[src/rtl/maze_controller_if.sv]
// Controller/datapath link for the maze search engine: datapath status flows
// to the controller, datapath strobes flow back.
interface maze_controller_if;
    logic       at_goal;
    logic       inb;
    logic       blocked;
    logic [1:0] cnt;
    logic       carryOut;
    logic [1:0] stfront;
    logic       empty;
    logic       doneRun;

    logic       enx;
    logic       eny;
    logic       ensz;
    logic       enCnt;
    logic       ldcnt;
    logic       rstcnt;
    logic       rstpnt;
    logic       pop;
    logic       ins;
    logic       sel;
    logic       selAlu;
    logic       shiftl;
    logic       mem_wr;

    modport master (
        input  at_goal, inb, blocked, cnt, carryOut, stfront, empty, doneRun,
        output enx, eny, ensz, enCnt, ldcnt, rstcnt, rstpnt, pop, ins,
               sel, selAlu, shiftl, mem_wr
    );

    modport slave (
        output at_goal, inb, blocked, cnt, carryOut, stfront, empty, doneRun,
        input  enx, eny, ensz, enCnt, ldcnt, rstcnt, rstpnt, pop, ins,
               sel, selAlu, shiftl, mem_wr
    );
endinterface

[src/rtl/maze_controller.sv]
// Depth-first maze search controller for a 16x16 maze with a 256-deep path
// stack; after a successful search it replays the stored path.
module maze_controller (
    input  logic              clk,
    input  logic              rst,
    input  logic              start,
    input  logic              run,
    maze_controller_if.master dp,
    output logic              busy,
    output logic              found,
    output logic              fail,
    output logic              dir_valid,
    output logic              done
);
    typedef enum logic [2:0] {
        S_IDLE, S_INIT, S_CHECK, S_BACK, S_FOUND, S_REPLAY, S_DONE, S_FAIL
    } state_t;

    state_t state, nxt;

    // Exhaustion is decided from cnt directly; the counter carry is redundant here.
    logic unused_carry;
    assign unused_carry = dp.carryOut;

    always_ff @(posedge clk or posedge rst) begin
        if (rst) state <= S_IDLE;
        else     state <= nxt;
    end

    always_comb begin
        nxt       = state;
        dp.enx    = 1'b0;
        dp.eny    = 1'b0;
        dp.ensz   = 1'b0;
        dp.enCnt  = 1'b0;
        dp.ldcnt  = 1'b0;
        dp.rstcnt = 1'b0;
        dp.rstpnt = 1'b0;
        dp.pop    = 1'b0;
        dp.ins    = 1'b0;
        dp.sel    = 1'b0;
        dp.selAlu = 1'b0;
        dp.shiftl = 1'b0;
        dp.mem_wr = 1'b0;
        busy      = 1'b0;
        found     = 1'b0;
        fail      = 1'b0;
        dir_valid = 1'b0;
        done      = 1'b0;

        unique case (state)
            S_IDLE: begin
                if (start) nxt = S_INIT;
            end
            S_INIT: begin
                busy      = 1'b1;
                dp.rstcnt = 1'b1;
                dp.rstpnt = 1'b1;
                dp.mem_wr = 1'b1;
                nxt       = S_CHECK;
            end
            S_CHECK: begin
                busy = 1'b1;
                if (dp.at_goal) begin
                    nxt = S_FOUND;
                end else begin
                    // sel/selAlu steer the candidate-cell ALU on every probe.
                    dp.sel    = dp.cnt[0];
                    dp.selAlu = dp.cnt[1];
                    if (dp.inb && !dp.blocked) begin
                        dp.enx    = ~dp.cnt[0];
                        dp.eny    = dp.cnt[0];
                        dp.ins    = 1'b1;
                        dp.ensz   = 1'b1;
                        dp.rstcnt = 1'b1;
                        dp.mem_wr = 1'b1;
                    end else if (dp.cnt != 2'd3) begin
                        dp.enCnt = 1'b1;
                    end else begin
                        nxt = S_BACK;
                    end
                end
            end
            S_BACK: begin
                busy = 1'b1;
                if (dp.empty) begin
                    nxt = S_FAIL;
                end else begin
                    dp.sel    = dp.stfront[0];
                    dp.selAlu = ~dp.stfront[1];
                    dp.enx    = ~dp.stfront[0];
                    dp.eny    = dp.stfront[0];
                    dp.pop    = 1'b1;
                    dp.ensz   = 1'b1;
                    dp.ldcnt  = 1'b1;
                    if (dp.stfront != 2'd3) nxt = S_CHECK;
                end
            end
            S_FOUND: begin
                busy  = 1'b1;
                found = 1'b1;
                if (run) begin
                    dp.rstpnt = 1'b1;
                    nxt       = S_REPLAY;
                end
            end
            S_REPLAY: begin
                busy = 1'b1;
                if (dp.empty) begin
                    nxt = S_DONE;
                end else begin
                    dir_valid = 1'b1;
                    if (dp.doneRun) nxt = S_DONE;
                    else            dp.shiftl = 1'b1;
                end
            end
            S_DONE: begin
                done = 1'b1;
                if (start) nxt = S_INIT;
            end
            S_FAIL: begin
                fail = 1'b1;
                if (start) nxt = S_INIT;
            end
            default: nxt = S_IDLE;
        endcase
    end
endmodule
[src/flat_wrapper.sv]
// flat-port wrapper written by rule: the top's interface ports become plain ports
module maze_controller_flat 
  (clk, rst, start, run, busy, found, fail, dir_valid, done, dp_at_goal, dp_inb, dp_blocked, dp_cnt, dp_carryOut, dp_stfront, dp_empty, dp_doneRun, dp_enx, dp_eny, dp_ensz, dp_enCnt, dp_ldcnt, dp_rstcnt, dp_rstpnt, dp_pop, dp_ins, dp_sel, dp_selAlu, dp_shiftl, dp_mem_wr);
  maze_controller_if dp_i ();
  input  logic clk;
  input  logic rst;
  input  logic start;
  input  logic run;
  output logic busy;
  output logic found;
  output logic fail;
  output logic dir_valid;
  output logic done;
  input wire logic [$bits(dp_i.at_goal)-1:0] dp_at_goal;
  input wire logic [$bits(dp_i.inb)-1:0] dp_inb;
  input wire logic [$bits(dp_i.blocked)-1:0] dp_blocked;
  input wire logic [$bits(dp_i.cnt)-1:0] dp_cnt;
  input wire logic [$bits(dp_i.carryOut)-1:0] dp_carryOut;
  input wire logic [$bits(dp_i.stfront)-1:0] dp_stfront;
  input wire logic [$bits(dp_i.empty)-1:0] dp_empty;
  input wire logic [$bits(dp_i.doneRun)-1:0] dp_doneRun;
  output wire logic [$bits(dp_i.enx)-1:0] dp_enx;
  output wire logic [$bits(dp_i.eny)-1:0] dp_eny;
  output wire logic [$bits(dp_i.ensz)-1:0] dp_ensz;
  output wire logic [$bits(dp_i.enCnt)-1:0] dp_enCnt;
  output wire logic [$bits(dp_i.ldcnt)-1:0] dp_ldcnt;
  output wire logic [$bits(dp_i.rstcnt)-1:0] dp_rstcnt;
  output wire logic [$bits(dp_i.rstpnt)-1:0] dp_rstpnt;
  output wire logic [$bits(dp_i.pop)-1:0] dp_pop;
  output wire logic [$bits(dp_i.ins)-1:0] dp_ins;
  output wire logic [$bits(dp_i.sel)-1:0] dp_sel;
  output wire logic [$bits(dp_i.selAlu)-1:0] dp_selAlu;
  output wire logic [$bits(dp_i.shiftl)-1:0] dp_shiftl;
  output wire logic [$bits(dp_i.mem_wr)-1:0] dp_mem_wr;
  assign dp_i.at_goal = dp_at_goal;
  assign dp_i.inb = dp_inb;
  assign dp_i.blocked = dp_blocked;
  assign dp_i.cnt = dp_cnt;
  assign dp_i.carryOut = dp_carryOut;
  assign dp_i.stfront = dp_stfront;
  assign dp_i.empty = dp_empty;
  assign dp_i.doneRun = dp_doneRun;
  assign dp_enx = dp_i.enx;
  assign dp_eny = dp_i.eny;
  assign dp_ensz = dp_i.ensz;
  assign dp_enCnt = dp_i.enCnt;
  assign dp_ldcnt = dp_i.ldcnt;
  assign dp_rstcnt = dp_i.rstcnt;
  assign dp_rstpnt = dp_i.rstpnt;
  assign dp_pop = dp_i.pop;
  assign dp_ins = dp_i.ins;
  assign dp_sel = dp_i.sel;
  assign dp_selAlu = dp_i.selAlu;
  assign dp_shiftl = dp_i.shiftl;
  assign dp_mem_wr = dp_i.mem_wr;
  maze_controller u_core (.clk(clk), .rst(rst), .start(start), .run(run), .dp(dp_i), .busy(busy), .found(found), .fail(fail), .dir_valid(dir_valid), .done(done));
endmodule
[config.mk]
export PLATFORM = sky130hd
export DESIGN_NAME = maze_controller_flat
export DESIGN_NICKNAME = d
export VERILOG_FILES = /design/src/rtl/maze_controller_if.sv /design/src/rtl/maze_controller.sv /design/src/flat_wrapper.sv
export SDC_FILE = /design/constraint.sdc
export NUM_CORES = 1
export LEC_CHECK = 0
export BUFFER_PORTS_ARGS = -buffer_cell sky130_fd_sc_hd__buf_2
export CAP_MARGIN = 30
export CORE_AREA = 5 5 42 44
export DETAILED_ROUTE_END_ITERATION = 7
export DIE_AREA = 0 0 47 49
export GPL_ROUTABILITY_DRIVEN = 0
export PLACE_DENSITY = 0.67
export SLEW_MARGIN = 15
export SYNTH_ARGS = -nofsm -noshare
export SYNTH_HDL_FRONTEND = slang
export SYNTH_SLANG_ARGS = --single-unit
[constraint.sdc]
create_clock -name clk -period 2.4 [get_ports clk]
set_clock_uncertainty 0.15 [all_clocks]
set_input_delay 0.48 -clock clk [delete_from_list [all_inputs] [get_ports clk]]
set_output_delay 0.48 -clock clk [all_outputs]
set_load 0.05 [all_outputs]
After elaboration in Yosys (flattened, before gate mapping)
Index checks and enable logic that the tools add are counted.
{"block": "totals", "regBits": 3, "inputBits": 14, "output_inout_bits": 18, "wordCells": 69}
{"block": "classes", "n_eq_ne": 15, "mux": 44, "bitwise_logic": 3, "reduce_logical": 6}
{"op": "2-to-1 mux 1 bit", "n": 27}
{"op": "2-to-1 mux 3 bit", "n": 9}
{"op": "one-hot mux 3 bit (6 select lines)", "n": 1}
{"op": "one-hot mux 1 bit (2 select lines)", "n": 7}
{"op": "== test 3 bit, second input constant", "n": 4}
{"op": "!= test 3 bit, second input constant", "n": 3}
{"op": "== test 3 x 2 -> 1 bit, second input constant", "n": 2}
{"op": "!= test 2 bit, second input constant", "n": 3}
{"op": "AND reduction 6 bit", "n": 1}
{"op": "OR reduction 5 bit", "n": 1}
{"op": "== test 3 x 1 -> 1 bit, second input constant", "n": 1}
{"op": "zero test 3 bit", "n": 1}
{"op": "!= test 3 x 2 -> 1 bit, second input constant", "n": 1}
{"op": "inverter 1 bit", "n": 3}
{"op": "OR reduction 3 bit", "n": 1}
{"op": "!= test 2 x 1 -> 1 bit, second input constant", "n": 1}
{"op": "logical AND 1 bit", "n": 1}
{"op": "zero test 1 bit", "n": 1}

Longest topological paths before layout
Gate-level depths: netlist of the first run.
{"block": "logic_depth", "word_depth": 5, "depth_mapped": 7, "ltp_nobuf": 6}

Worst setup path after synthesis of the first run
Ideal clock, no wire load.
{"block": "synth_path", "path_kind": "flip-flop to output port", "from": "reg u_core.state[0]", "to": "out dp_rstcnt", "arrival_time_ns": 2.218, "t_required_ns": 1.770, "setup_slack_ns": -0.448, "path_stages_with_launch": 5, "path_buffers": 2, "path_cell_list": "dfrtp_1 > clkbuf_8 > nand2b_1 > o21ai_0 > buf_4"}
{"block": "synth_via", "elab_chain_len": 2, "elab_cells_between_ends": 3, "cone_classes": "eq/ne (2); mux (1)"}
{"item": "start, declared", "line_no": "maze_controller.sv:19", "text": "state_t state, nxt;"}
{"item": "start signal, assigned", "line_no": "maze_controller.sv:27", "text": "else state <= nxt;"}
{"item": "== test 3 x 2 -> 1 bit or == test 3 x 1 -> 1 bit (tied branches)"}
{"item": "one-hot mux 1 bit (2 select lines) (*)"}
{"item": "end, declared", "line_no": "flat_wrapper.sv:27", "text": "output wire logic [$bits(dp_i.rstcnt)-1:0] dp_rstcnt;"}
Mark *: on every way between the ends. The rest lies on a longest branch, timed or not.

Worst setup path in the final report of the first run
{"block": "layout_path", "from": "reg u_core.state[2]", "to": "out dp_enx"}
{"block": "layout_via", "elab_chain_len": 2, "elab_cells_between_ends": 3, "cone_classes": "eq/ne (2); mux (1)"}
{"item": "== test 3 x 2 -> 1 bit", "line_no": "maze_controller.sv:51", "text": "unique case (state)"}
{"item": "one-hot mux 1 bit (2 select lines) (*)", "line_no": "maze_controller.sv:51"}
{"item": "end, declared", "line_no": "flat_wrapper.sv:22", "text": "output wire logic [$bits(dp_i.enx)-1:0] dp_enx;"}
Marked as above.

==> results.env, run 1 <==
STATUS='completed'
CELLS_AFTER_SYNTH=59
FIN_HOLD_WS_PS=352.7
GRT_SETUP_UNREPAIRED='false'
CLOCK_TREE.HTREE_LEVEL_COUNT=1
NETLIST.TOP_CELL.BY_AREA='dfrtp_1'
ROUTED_WIRE_LENGTH_PER_INSTANCE_UM=10.63
GRT_ANTENNA_BEFORE_REPAIR=0
PLACE.PORT_BUFFERS=30
MAXSLEWVIOLCOUNT=0
BIGGEST_REGS='u_core.state: 3 flops'
POWERDENSITY_mW_PER_MM2=1451
CLK_PATH_BUF_DEPTH=2
DESIGN.FINAL.NETS=107
OVERFLOW=0
NUMBER_OF_TOP_LEVEL_DESIGN_PORTS=32
FIRSTDRTPASSITERS=4
SYNTH_SEQUENTIAL_AREA_RATIO=0.1744
NUM_ANTENNA_CELLS=0
POST_LAYOUT_NONFILLER_INSTANCES=108
CRIT_PATH_START_KIND='register'
INITIAL_CORE_UTILIZATION=0.3071
VIAS_PER_CELL=4.843
IR_WORST_VDD_mV=0.4083
DIE_H_UM=49
FMAX_MHz=430.5
FIN_TOTAL_PWR_W=0.0009258
MOST_FLOP_HEAVY_REGISTER='u_core.state'
TIMING.MAX_CAP.VIOLATIONS=0
SETUP-VIOLATIONS-FINAL=0
DP_CELLS=103
FIRST_PASS_GRT_WIRE_LENGTH_UM=1987
DP.FINAL_HPWL_UM=911.2
ANTENNA_LEFT=0
POST_SYNTH_NUM_CELL_TYPES=32
CORE_REGION_AREA_MM2=0.001401
REG2REG_TO='u_core.state[0]'
SYNTH_TOP_CELL_AREA_SHARE=0.1744
LAYOUT_MIN_CYCLE_TIME_PS=2323
WORST-R2R-SETUP-SLACK_PS=750
WORST-ENDPOINT-ARRIVAL_PS=1690
LAYOUT_COMMON_CELLS='buf_2 (27), nand2_1 (9), clkbuf_4 (6)'
CLK_SINKS=3
DETAIL_ROUTE.DRC_VIOLATIONS=0
INITIALDRTVIOLATIONCOUNT=7
DRIVE_GT1_FRAC=0.5109
TIMING_HOLD_VIOLATIONS_FINAL=0
TRITONCTS='done'
R2R_START='u_core.state[2]'
CLK-INSERTION-DELAY-LATE_PS=230
LAYOUT_COMMONEST_CELL='buf_2'
CTS_BUFFERS=3
WORSTSETUPPATHTYPE='register to output pin'
SYNTH_SEQ_CELLS=3
DIE-AREA_MM2=0.002303
HOLD_CLASS='primary input to register'
GRT_UTIL_ALL_LAYERS=0.1113
SYNTH.CELL_AREA_UM2=430.4
MAX_SLEW_MARGIN=0.7933
TIMING.CRITICAL_PATH.FANOUT_MAX=6
POWER_LEAKAGE_nW=0.3653
DRT_WL_TOTAL_UM=1148
CLK_ROOT_BUFFER_CELL='clkbuf_4'
LARGEST_NET_DEGREE_AT_THE_START_OF_GLOBAL_ROUTING=15
TIGHTESTPINTRANSITION_PS=306.1
SYNTH_AREA_LEADERS='dfrtp_1 (17%), nand2_1 (7.8%), a21oi_1 (5.8%), o21ai_0 (5.8%), nor3_1 (3.5%)'
TIMING.CRITICAL_PATH.TO_TYPE='output pin'
POST_CTS_BUFFERS=0
LARGEST_REGISTER_FFS=3
LAYOUT_WORST_PATH_CYCLE_SHARE=0.9679
WORST-R2R-CELL-COUNT=6
ROWS=14
CRIT_PATH_END='dp_enx'
WHS_PATH_DEPTH=2
CLOCK_PIN_TRANSITION_ON_THE_WORST_SETUP_AND_HOLD_TIMING_PATHS_PS=30
SYNTH.YOSYS.WARNINGS=0
CRIT_STARTPOINT='u_core.state[2]'
CHIPWIDTH_UM=47
WORST-ENDPOINT-REQUIRED_PS=1770
SYN-NUM-NETS=73
AREAGROWTHSYNTHTOFINISH_PCT=48.26
SYNTHESIS.AREA_PER_INSTANCE_UM2=7.295
NUMBER_OF_GLOBAL_ROUTE_VIAS_BEFORE_REPAIR=478
NUM_VIAS=523
==> area by class of cell <==
type	count	area, µm²
Fill cell	156	763.2
Timing Repair Buffer	35	197.7
Clock buffer	4	26.28
Tap cell	16	20.02
Sequential cell	3	76.32
Multi-Input combinational cell	47	306.5
Inverter	3	11.26
==> per-stage QoR <==
step                  util  setup WS (ps)  area, µm²  setup TNS [ps]
global placement    0.4232          262.1      593.1               0
finish              0.4554          77.05      638.1               0
detailed placement  0.4232          253.7      593.1               0
global route        0.4554          1.199      638.1               0
CTS                 0.4491          2.650      629.4               0
floorplan                -         -169.7      440.4          -271.6
==> worst max-delay path: stages, from the launching register on <==
cell      delay [ps]
dfrtp_1          430
nand2b_4         170
or3b_4           400
o22ai_1          170
buf_2            290
==> worst min-delay path by stage <==
| stage | startpoint | endpoint |
|---|---|---|
| finish | start | u_core.state[2] |
| detailed placement | rst | u_core.state[0] |
| CTS | start | u_core.state[2] |
| floorplan | rst | u_core.state[0] |
| global placement | rst | u_core.state[1] |
| global route | start | u_core.state[2] |
==> synthesized netlist by cell type <==
master    n
nand2b_4  1
a31oi_1   1
buf_6     1
o21a_1    1
clkbuf_8  1
dfrtp_1   3
o22ai_1   1
mux2i_1   1
nand2b_1  1
and3_1    2
nor2_1    3
o22a_2    1
nand3_1   1
or3b_4    1
o21ai_0   5
and2b_2   1
mux2_2    1
nor2b_1   1
nor4b_2   1
o41ai_1   1
nor3b_1   1
nor3_1    3
and3b_1   1
nand3b_1  2
o31ai_1   1
clkbuf_1  2
buf_4     2
inv_1     2
a22o_1    1
a21oi_1   5
nand2_1   9
inv_2     1
==> cell families (layout without fill, tap and decap cells) <==
logic type	after synthesis	count (layout)	synth area share
AO/OA/AOI/OAI	17	17	0.2442
buffers and inverters	9	42	0.1366
flip-flops	3	3	0.1744
multiplexers	2	2	0.04942
AND/OR/NAND/NOR	28	28	0.3953
==> power by group <==
part | internal, W | total [W] | switching, W
Clock | 0.0000621 | 0.0000857 | 0.0000235
Sequential | 0.0000796 | 0.000139 | 0.0000597
Combinational | 0.000229 | 0.000701 | 0.000472
==> routing by layer <==
layer / track usage / routed length [µm] / share of wire / vias to the layer above
met5: 0 / 0 / 0 / -
met4: 0.05530 / 0 / 0 / 0
met3: 0.01107 / 103 / 0.090 / 0
met2: 0.1719 / 563 / 0.49 / 22
met1: 0.1473 / 482 / 0.42 / 224
li1: - / - / - / 277
==> what timing repair did <==
| item | in CTS | in global routing |
|---|---|---|
| setup endpoints to repair | 0 | 7 |
| hold buffers | 1 | 0 |
| gates resized for setup | 0 | 4 |
| endpoints found under the hold margin | 3 | 0 |
Note: power is estimated with default switching activity, not from simulation.
==> run 2: changes to the inputs <==
Settings changed: ABC_AREA from default to 1, PLACE_DENSITY 0.67 to 0.69.
==> run 2 against run 1 <==
  * Clock power is 3.3% higher
  * Sequential power is 21% lower
  * Design area is 3.5% higher
  * Flip-flop and latch count stayed put
  * First-iteration DRC count grew to 2.7 times the previous value
  * Power is 1.7% higher
  * Largest cell class unchanged
  * Critical endpoint is now dp_eny
  * Global-route usage is 0.28 points higher
  * Synthesized area is 8.1% higher
  * Non-clock buffer count is 2 lower
  * Critical path depth is 4 higher
  * Utilization is 1.6 points higher
  * Count of clock-buffer cells in the layout stayed put
==> results.env, run 2 <==
SHARE_SEQ_OF_TOTAL_POWER=0.116  # -0.034
ROUTED_WIRE_LENGTH_PER_INSTANCE_UM=9.183  # -14%
WORST-R2R-CELL-COUNT=9  # +3
FIN_TOTAL_PWR_W=0.0009419  # +1.7%
BIGGEST_REGS='u_core.state: 3 flops'
SYNTH_SEQ_CELLS=3  # unchanged
SYNTH_SEQUENTIAL_AREA_RATIO=0.1613  # -0.01313
PLACE.PORT_BUFFERS=30  # unchanged
LARGEST_NET_DEGREE_AT_THE_START_OF_GLOBAL_ROUTING=9  # -6
SYN-NUM-NETS=95  # +30%
P_INT_W=0.0003374  # -9.0%
WORST-ENDPOINT-ARRIVAL_PS=1620  # -70 ps
DIE_H_UM=49  # unchanged
DPL_CELL_AREA_UM2=621.8  # +4.9%
POST_SYNTH_XOR_AREA_FRACTION=0  # unchanged
DP.FINAL_HPWL_UM=1027  # +13%
SYNTH.YOSYS.WARNINGS=0  # unchanged
TIMING.CRITICAL_PATH.FANOUT_MAX=6  # unchanged
TOTAL_AREA_OF_MULTI_INPUT_COMBINATIONAL_CELLS_UM2=309.0  # +0.82%
CORE_REGION_AREA_MM2=0.001401  # unchanged
COMBINATIONALPOWERSHARE=0.790  # +0.033
POST_SYNTH_MUX_AREA_SHARE=0  # -0.04942
FINAL.FILL_COUNT=143  # -8.3%
SWITCHINGPOWER_W=0.0006045  # +8.9%
CELLS_AFTER_SYNTH=81  # +37%
GRT_UTIL_ALL_LAYERS=0.1141  # +0.002817
CHIPWIDTH_UM=47  # unchanged
FIRSTDRTPASSITERS=4  # unchanged
CLK_PATH_BUF_DEPTH=2  # unchanged
NUM_VIAS=593  # +13%
MAIN_COMBINATIONAL_CELL_FAMILY_BY_AREA_AFTER_SYNTHESIS='simple AND/OR/NAND/NOR gates'
AREAGROWTHSYNTHTOFINISH_PCT=41.94
POST_SYNTH_FA_HA_MAJ_AREA_FRACTION=0  # unchanged
LAYOUT_COMMON_CELLS='buf_2 (29), nand2_1 (25), inv_1 (12)'
SYNTH_EDF_COUNT=0  # unchanged
STATUS='completed'
CLK-INSERTION-DELAY-LATE_PS=230  # about the same
WHS_PATH_DEPTH=2  # unchanged
TIMING_HOLD_VIOLATIONS_FINAL=0  # unchanged
WORST-ENDPOINT-REQUIRED_PS=1770  # about the same
DIE-AREA_MM2=0.002303  # unchanged
DP_CELLS=126  # +22%
TIGHTESTPINTRANSITION_PS=254.4  # -51.70 ps
FIN_AREA_UM2=660.6  # +3.5%
INITIAL_CORE_UTILIZATION=0.3321  # +0.02500
POWER_LEAKAGE_nW=0.4653  # +27%
DRIVE_GT1_FRAC=0.4435  # -0.06739
DOMINANTREGCELLSYNTH='dfrtp_1'
MOST_FLOP_HEAVY_REGISTER='u_core.state'
INITIALDRTVIOLATIONCOUNT=19  # +12
LARGEST_REGISTER_FFS=3  # unchanged
POST_SYNTH_NUM_CELL_TYPES=19  # -41%
MAX_SLEW_MARGIN=0.8316  # +0.03830
FIRST_PASS_GRT_WIRE_LENGTH_UM=1994  # +0.35%
LAYOUT_WORST_PATH_CYCLE_SHARE=0.9379  # -0.03002
CTS_BUFFERS=3  # unchanged
WORSTSETUPPATHTYPE='register to output pin'
IR_WORST_VDD_mV=0.5263  # +29%
YOSYS.CELL_COUNT.TOP_TYPE='nand2_1'
CLOCK_POWER_SHARE=0.094  # about the same
CLK_ROOT_BUFFER_CELL='clkbuf_4'
SYNTH_TOP_CELLS_BY_COUNT='nand2_1 (25), inv_1 (12), nand3_1 (9)'
SYNTH_AREA_LEADERS='nand2_1 (20%), dfrtp_1 (16%), nand3_1 (9.7%), inv_1 (9.7%), nand2_2 (9.4%)'
NUM_ANTENNA_CELLS=0  # unchanged
SW_FRAC_OF_TOTAL=0.6418  # +0.04239
CLOCK_TREE.HTREE_LEVEL_COUNT=1  # unchanged
HOLD_CLASS='register to register'
SYNTH_COMPOUND_AREA_FRAC=0.07796  # -0.1662
POST_CTS_BUFFERS=0  # unchanged
FMAX_MHz=444.3  # +3.2%
CLK_SINKS=3  # unchanged
NETLIST.TOP_CELL.BY_AREA='nand2_1'
SYNTH_TOP_CELL_AREA_SHARE=0.2016  # +0.02719
TIMING.CRITICAL_PATH.TO_TYPE='output pin'
GRT_ANTENNA_BEFORE_REPAIR=0  # unchanged
TIMING.MAX_CAP.VIOLATIONS=0  # unchanged
NUMBER_OF_GLOBAL_ROUTE_VIAS_BEFORE_REPAIR=553  # +16%
OVERFLOW=0  # unchanged
SHARE_OF_SYNTHESIZED_CELL_AREA_IN_AND_OR_NAND_AND_NOR_GATES=0.5860  # +0.1907
SYNTHESIS.AREA_PER_INSTANCE_UM2=5.746  # -21%
DESIGN.FINAL.NETS=130  # +21%
TRITONCTS='done'
ANTENNA_LEFT=0  # unchanged
POST_LAYOUT_NONFILLER_INSTANCES=131  # +21%
ASYNC_SET_OR_RESET_REGISTER_RATIO_AFTER_SYNTHESIS=1.000  # unchanged
SYNTH.CELL_AREA_UM2=465.4  # +8.1%
CRIT_PATH_START_KIND='register'
POWERDENSITY_mW_PER_MM2=1426  # -1.7%
FF_LATCH_AREA_UM2=75.07  # -1.6%
FIN_UTIL=0.4714  # +0.01607
CLOCK_PIN_TRANSITION_ON_THE_WORST_SETUP_AND_HOLD_TIMING_PATHS_PS=30  # about the same
DETAIL_ROUTE.DRC_VIOLATIONS=0  # unchanged
ROWS=14  # unchanged
VIAS_PER_CELL=4.527  # -6.5%
LAYOUT_MIN_CYCLE_TIME_PS=2251  # -72.05 ps
FIN_HOLD_WS_PS=466.7  # +113.9 ps
SETUP-VIOLATIONS-FINAL=0  # unchanged
DRT_WL_TOTAL_UM=1203  # +4.8%
MAXSLEWVIOLCOUNT=0  # unchanged
NUMBER_OF_TOP_LEVEL_DESIGN_PORTS=32  # unchanged
LAYOUT_COMMONEST_CELL='buf_2'
[run 2: cell type report]
cell class | instances | share of cell area
Clock buffer | 4 | 0.03977
Inverter | 14 | 0.07955
Multi-Input combinational cell | 61 | 0.4678
Sequential cell | 3 | 0.1136
Tap cell | 16 | 0.03030
Timing Repair Buffer | 33 | 0.2689
[run 2: final timing paths]
| path | from | end | slack [ps] |
|---|---|---|---|
| setup / recovery | u_core.state[2] | dp_eny | 150 |
| hold / removal | u_core.state[2] | u_core.state[2] | 470 |
| setup reg to reg | u_core.state[1] | u_core.state[2] | 930 |
| hold reg to reg | u_core.state[2] | u_core.state[2] | 470 |
| max in group asynchronous | rst | u_core.state[0] | 1470 |
| min in group asynchronous | rst | u_core.state[1] | 500 |
[run 2: critical path, stage by stage, from the launching register on]
cell and delay (ps):
dfrtp_1 440, inv_2 130, nand2_2 90, nor2_4 150, nand2_1 110, inv_1 80
nand2_1 60, o21ai_1 130, buf_4 210
[run 2: power groups by stage]
stage	Clock, W	Sequential, W	Combinational, W
6_report	0.0000885	0.000110	0.000744
5_1_grt	0.0000988	0.000113	0.000804
2_1_floorplan	0	0.000102	0.000628
3_5_place_dp	0	0.000110	0.000744
3_3_place_gp	0	0.000111	0.000737
4_1_cts	0.0000908	0.000109	0.000748
[run 2: cells by family (layout without fill, tap and decap cells)]
family / count (synthesis) / after routing
and+or+nand+nor: 56 / 56
buffers and inverters: 17 / 51
AOI/OAI and AO/OA: 5 / 5
DFF: 3 / 3
[run 2: per-stage QoR]
stage                     setup WS, ps  setup TNS (ps)
after CTS                        104.4               0
after global placement           367.0               0
after detailed placement         365.5               0
after global routing            -15.62          -15.62
after floorplan                  104.9               0
final                            149.1               0
[run 2: metal layers]
metal	global-route usage	part of all wire	up-vias
met5	0	0	-
met4	0.06912	0	0
met3	0.01107	0.068	0
met2	0.1787	0.51	21
met1	0.1429	0.42	255
li1	-	-	317
[run 2: repair_timing]
item / in CTS / in global routing
setup endpoints to repair: 0 / 1
resized for setup: 0 / 2
hold buffers: 1 / 0
endpoints found under the hold margin: 3 / 0
==> run 3: changes to the inputs <==
Settings changed: ABC_AREA 1 to default, CTS_BUF_LIST from default to sky130_fd_sc_hd__clkbuf_16, PLACE_DENSITY 0.69 to 0.67.
==> run 3 against run 2 <==
  * Non-clock buffer count rose by 2
  * Count of clock-buffer cells in the layout down 1
  * Clock power rose to 2.9 times the previous value
  * Sequential power up 27%
  * Fmax shrank 2.8%
  * Critical endpoint is now dp_enx
  * Combinational power fell by 6.2%
  * Utilization rose by 1.8 points
  * Wire length up 1.3%
  * Design area rose by 3.8%
  * Sequential share of layout area shrank 0.23 points
  * Critical path depth fell by 4
  * Power is 16% higher
==> results.env, run 3 (same netlist as run 1, synthesis figures left out) <==
WORSTPATHCELLLIST='nand2b_4 > or3b_4 > o22ai_1 > buf_2'
LAYOUT_MIN_CYCLE_TIME_PS=2316  # +65.57 ps
PLACE.PORT_BUFFERS=30  # unchanged
WORST-ENDPOINT-ARRIVAL_PS=1690  # +70 ps
TRITONCTS='done'
FIRST_PASS_GRT_WIRE_LENGTH_UM=2049  # +2.8%
NUMBER_OF_GLOBAL_ROUTE_VIAS_BEFORE_REPAIR=493  # -11%
MAXSLEWVIOLCOUNT=0  # unchanged
DESTINATION_OF_THE_WORST_HOLD_PATH='u_core.state[2]'
NUM_VIAS=523  # -12%
FMAX_MHz=431.7  # -2.8%
HOLD_START='start'
CORE_REGION_AREA_MM2=0.001401  # unchanged
STATUS='completed'
CTS_BUFFERS=3  # unchanged
SLOWEST_DELAY_PS=430  # about the same
FIN_HOLD_WS_PS=354.9  # -111.8 ps
VIAS_PER_CELL=4.843  # +7.0%
CLK_SINKS=3  # unchanged
SHARE_SEQ_OF_TOTAL_POWER=0.127  # +0.011
GRT_SETUP_UNREPAIRED='false'
NUM_ANTENNA_CELLS=0  # unchanged
HOLD_CLASS='primary input to register'
WORST-ENDPOINT-REQUIRED_PS=1770  # about the same
CLOCK_PIN_TRANSITION_ON_THE_WORST_SETUP_AND_HOLD_TIMING_PATHS_PS=30  # about the same
INITIAL_CORE_UTILIZATION=0.3071  # -0.02500
DRIVE_GT1_FRAC=0.5109  # +0.06739
SETUP-VIOLATIONS-FINAL=0  # unchanged
POWER_LEAKAGE_nW=0.3936  # -15%
TIMING.MAX_CAP.VIOLATIONS=0  # unchanged
IR_WORST_VDD_mV=0.6940  # +32%
FINAL.FILL_COUNT=145  # +1.4%
CRIT_STARTPOINT='u_core.state[2]'
CHIPWIDTH_UM=47  # unchanged
TIGHTESTPINTRANSITION_PS=302.4  # +48.06 ps
TIMING.CRITICAL_PATH.TO_TYPE='output pin'
MAX_SLEW_MARGIN=0.7958  # -0.03584
DIE-AREA_MM2=0.002303  # unchanged
REG2REG_TO='u_core.state[0]'
FIRSTDRTPASSITERS=4  # unchanged
FIN_UTIL=0.4893  # +0.01786
LAYOUT_COMMONEST_CELL='buf_2'
TIMING_HOLD_VIOLATIONS_FINAL=0  # unchanged
SW_FRAC_OF_TOTAL=0.5265  # -0.1153
WORST_PATH_MAX_DELAY_CELL='dfrtp_1'
COMBINATIONALPOWERSHARE=0.636  # -0.154
CP.BUFFERS_INVERTERS=1  # -2
ROUTED_WIRE_LENGTH_PER_INSTANCE_UM=11.29  # +23%
LAYOUT_WORST_PATH_CYCLE_SHARE=0.9652  # +0.02732
LARGEST_REGISTER_FFS=3  # unchanged
GRT_ANTENNA_BEFORE_REPAIR=0  # unchanged
CLOCK_TREE.HTREE_LEVEL_COUNT=1  # unchanged
ROWS=14  # unchanged
SWITCHINGPOWER_W=0.0005776  # -4.5%
DIE_H_UM=49  # unchanged
LAYOUT_COMMON_CELLS='buf_2 (29), nand2_1 (9), a21oi_1 (5)'
INITIALDRTVIOLATIONCOUNT=6  # -13
AREAGROWTHSYNTHTOFINISH_PCT=59.30
WHS_PATH_DEPTH=2  # unchanged
BIGGEST_REGS='u_core.state: 3 flops'
R2R_START='u_core.state[2]'
NUMBER_OF_TOP_LEVEL_DESIGN_PORTS=32  # unchanged
GRT_UTIL_ALL_LAYERS=0.1190  # +0.004930
TIMING.CRITICAL_PATH.FANOUT_MAX=6  # unchanged
OVERFLOW=0  # unchanged
WORSTSETUPPATHTYPE='register to output pin'
CRITICAL-PATH-TOP-DELAY-FAMILY='simple AND/OR/NAND/NOR gates'
CRIT_PATH_START_KIND='register'
CLOCK_POWER_SHARE=0.237  # +0.143
WORST-R2R-SETUP-SLACK_PS=750  # -180 ps
LARGEST_NET_DEGREE_AT_THE_START_OF_GLOBAL_ROUTING=15  # +6
DESIGN.FINAL.NETS=107  # -18%
WORST-R2R-CELL-COUNT=6  # -3
CLK-INSERTION-DELAY-LATE_PS=220  # about the same
ANTENNA_LEFT=0  # unchanged
FIN_TOTAL_PWR_W=0.001097  # +16%
P_INT_W=0.0005193  # +54%
DETAIL_ROUTE.DRC_VIOLATIONS=0  # unchanged
CLK_PATH_BUF_DEPTH=2  # unchanged
DP.FINAL_HPWL_UM=911.2  # -11%
DRT_WL_TOTAL_UM=1219  # +1.3%
MOST_FLOP_HEAVY_REGISTER='u_core.state'
POWERDENSITY_mW_PER_MM2=1600  # +12%
CLK_ROOT_BUFFER_CELL='clkbuf_16'
run 3: through the flow:
step	instances	instance area (µm²)	worst slack, ps	TNS (ps)
finish	108	685.7	83.53	0
global route	108	685.7	1.469	0
CTS	108	681.9	13.86	0
detailed placement	103	593.1	253.7	0
global placement	103	593.1	262.1	0
floorplan	59	440.4	-169.7	-271.6
run 3: power groups by stage:
stage | Clock (W) | Sequential (W) | Combinational, W
floorplan | 0 | 0.000109 | 0.000604
global placement | 0 | 0.000137 | 0.000690
detailed placement | 0 | 0.000137 | 0.000696
CTS | 0.000262 | 0.000137 | 0.000699
global route | 0.000269 | 0.000148 | 0.000751
finish | 0.000260 | 0.000140 | 0.000698
run 3: repair_timing:
action,in CTS,in global routing
hold endpoints to repair,3,0
setup buffers,0,0
endpoints found under the setup margin,0,7
hold buffers,1,0
gates resized for setup,0,2
run 3: final cells by class:
| type | instances | area (µm²) | area share |
|---|---|---|---|
| Multi-Input combinational cell | 47 | 306.5 | 0.4471 |
| Tap cell | 16 | 20.02 | 0.02920 |
| Clock inverter | 1 | 3.754 | 0.005474 |
| Clock buffer | 3 | 75.07 | 0.1095 |
| Sequential cell | 3 | 76.32 | 0.1113 |
| Inverter | 3 | 11.26 | 0.01642 |
| Timing Repair Buffer | 35 | 192.7 | 0.2810 |
run 3: routing by layer:
metal	track usage	routed length (µm)	vias up
met4	0.05530	12	0
met3	0.04428	121	2
li1	-	-	274
met5	0	0	-
met2	0.1765	578	22
met1	0.1473	506	225
run 3: worst max path at each step:
stage / to / slack [ps] / cells after the start
final: dp_enx / 80 / 4
after global routing: dp_sel / 1 / 6
after CTS: dp_eny / 10 / 6
after detailed placement: dp_eny / 250 / 6
after global placement: dp_eny / 260 / 6
after floorplan: dp_rstcnt / -170 / 4
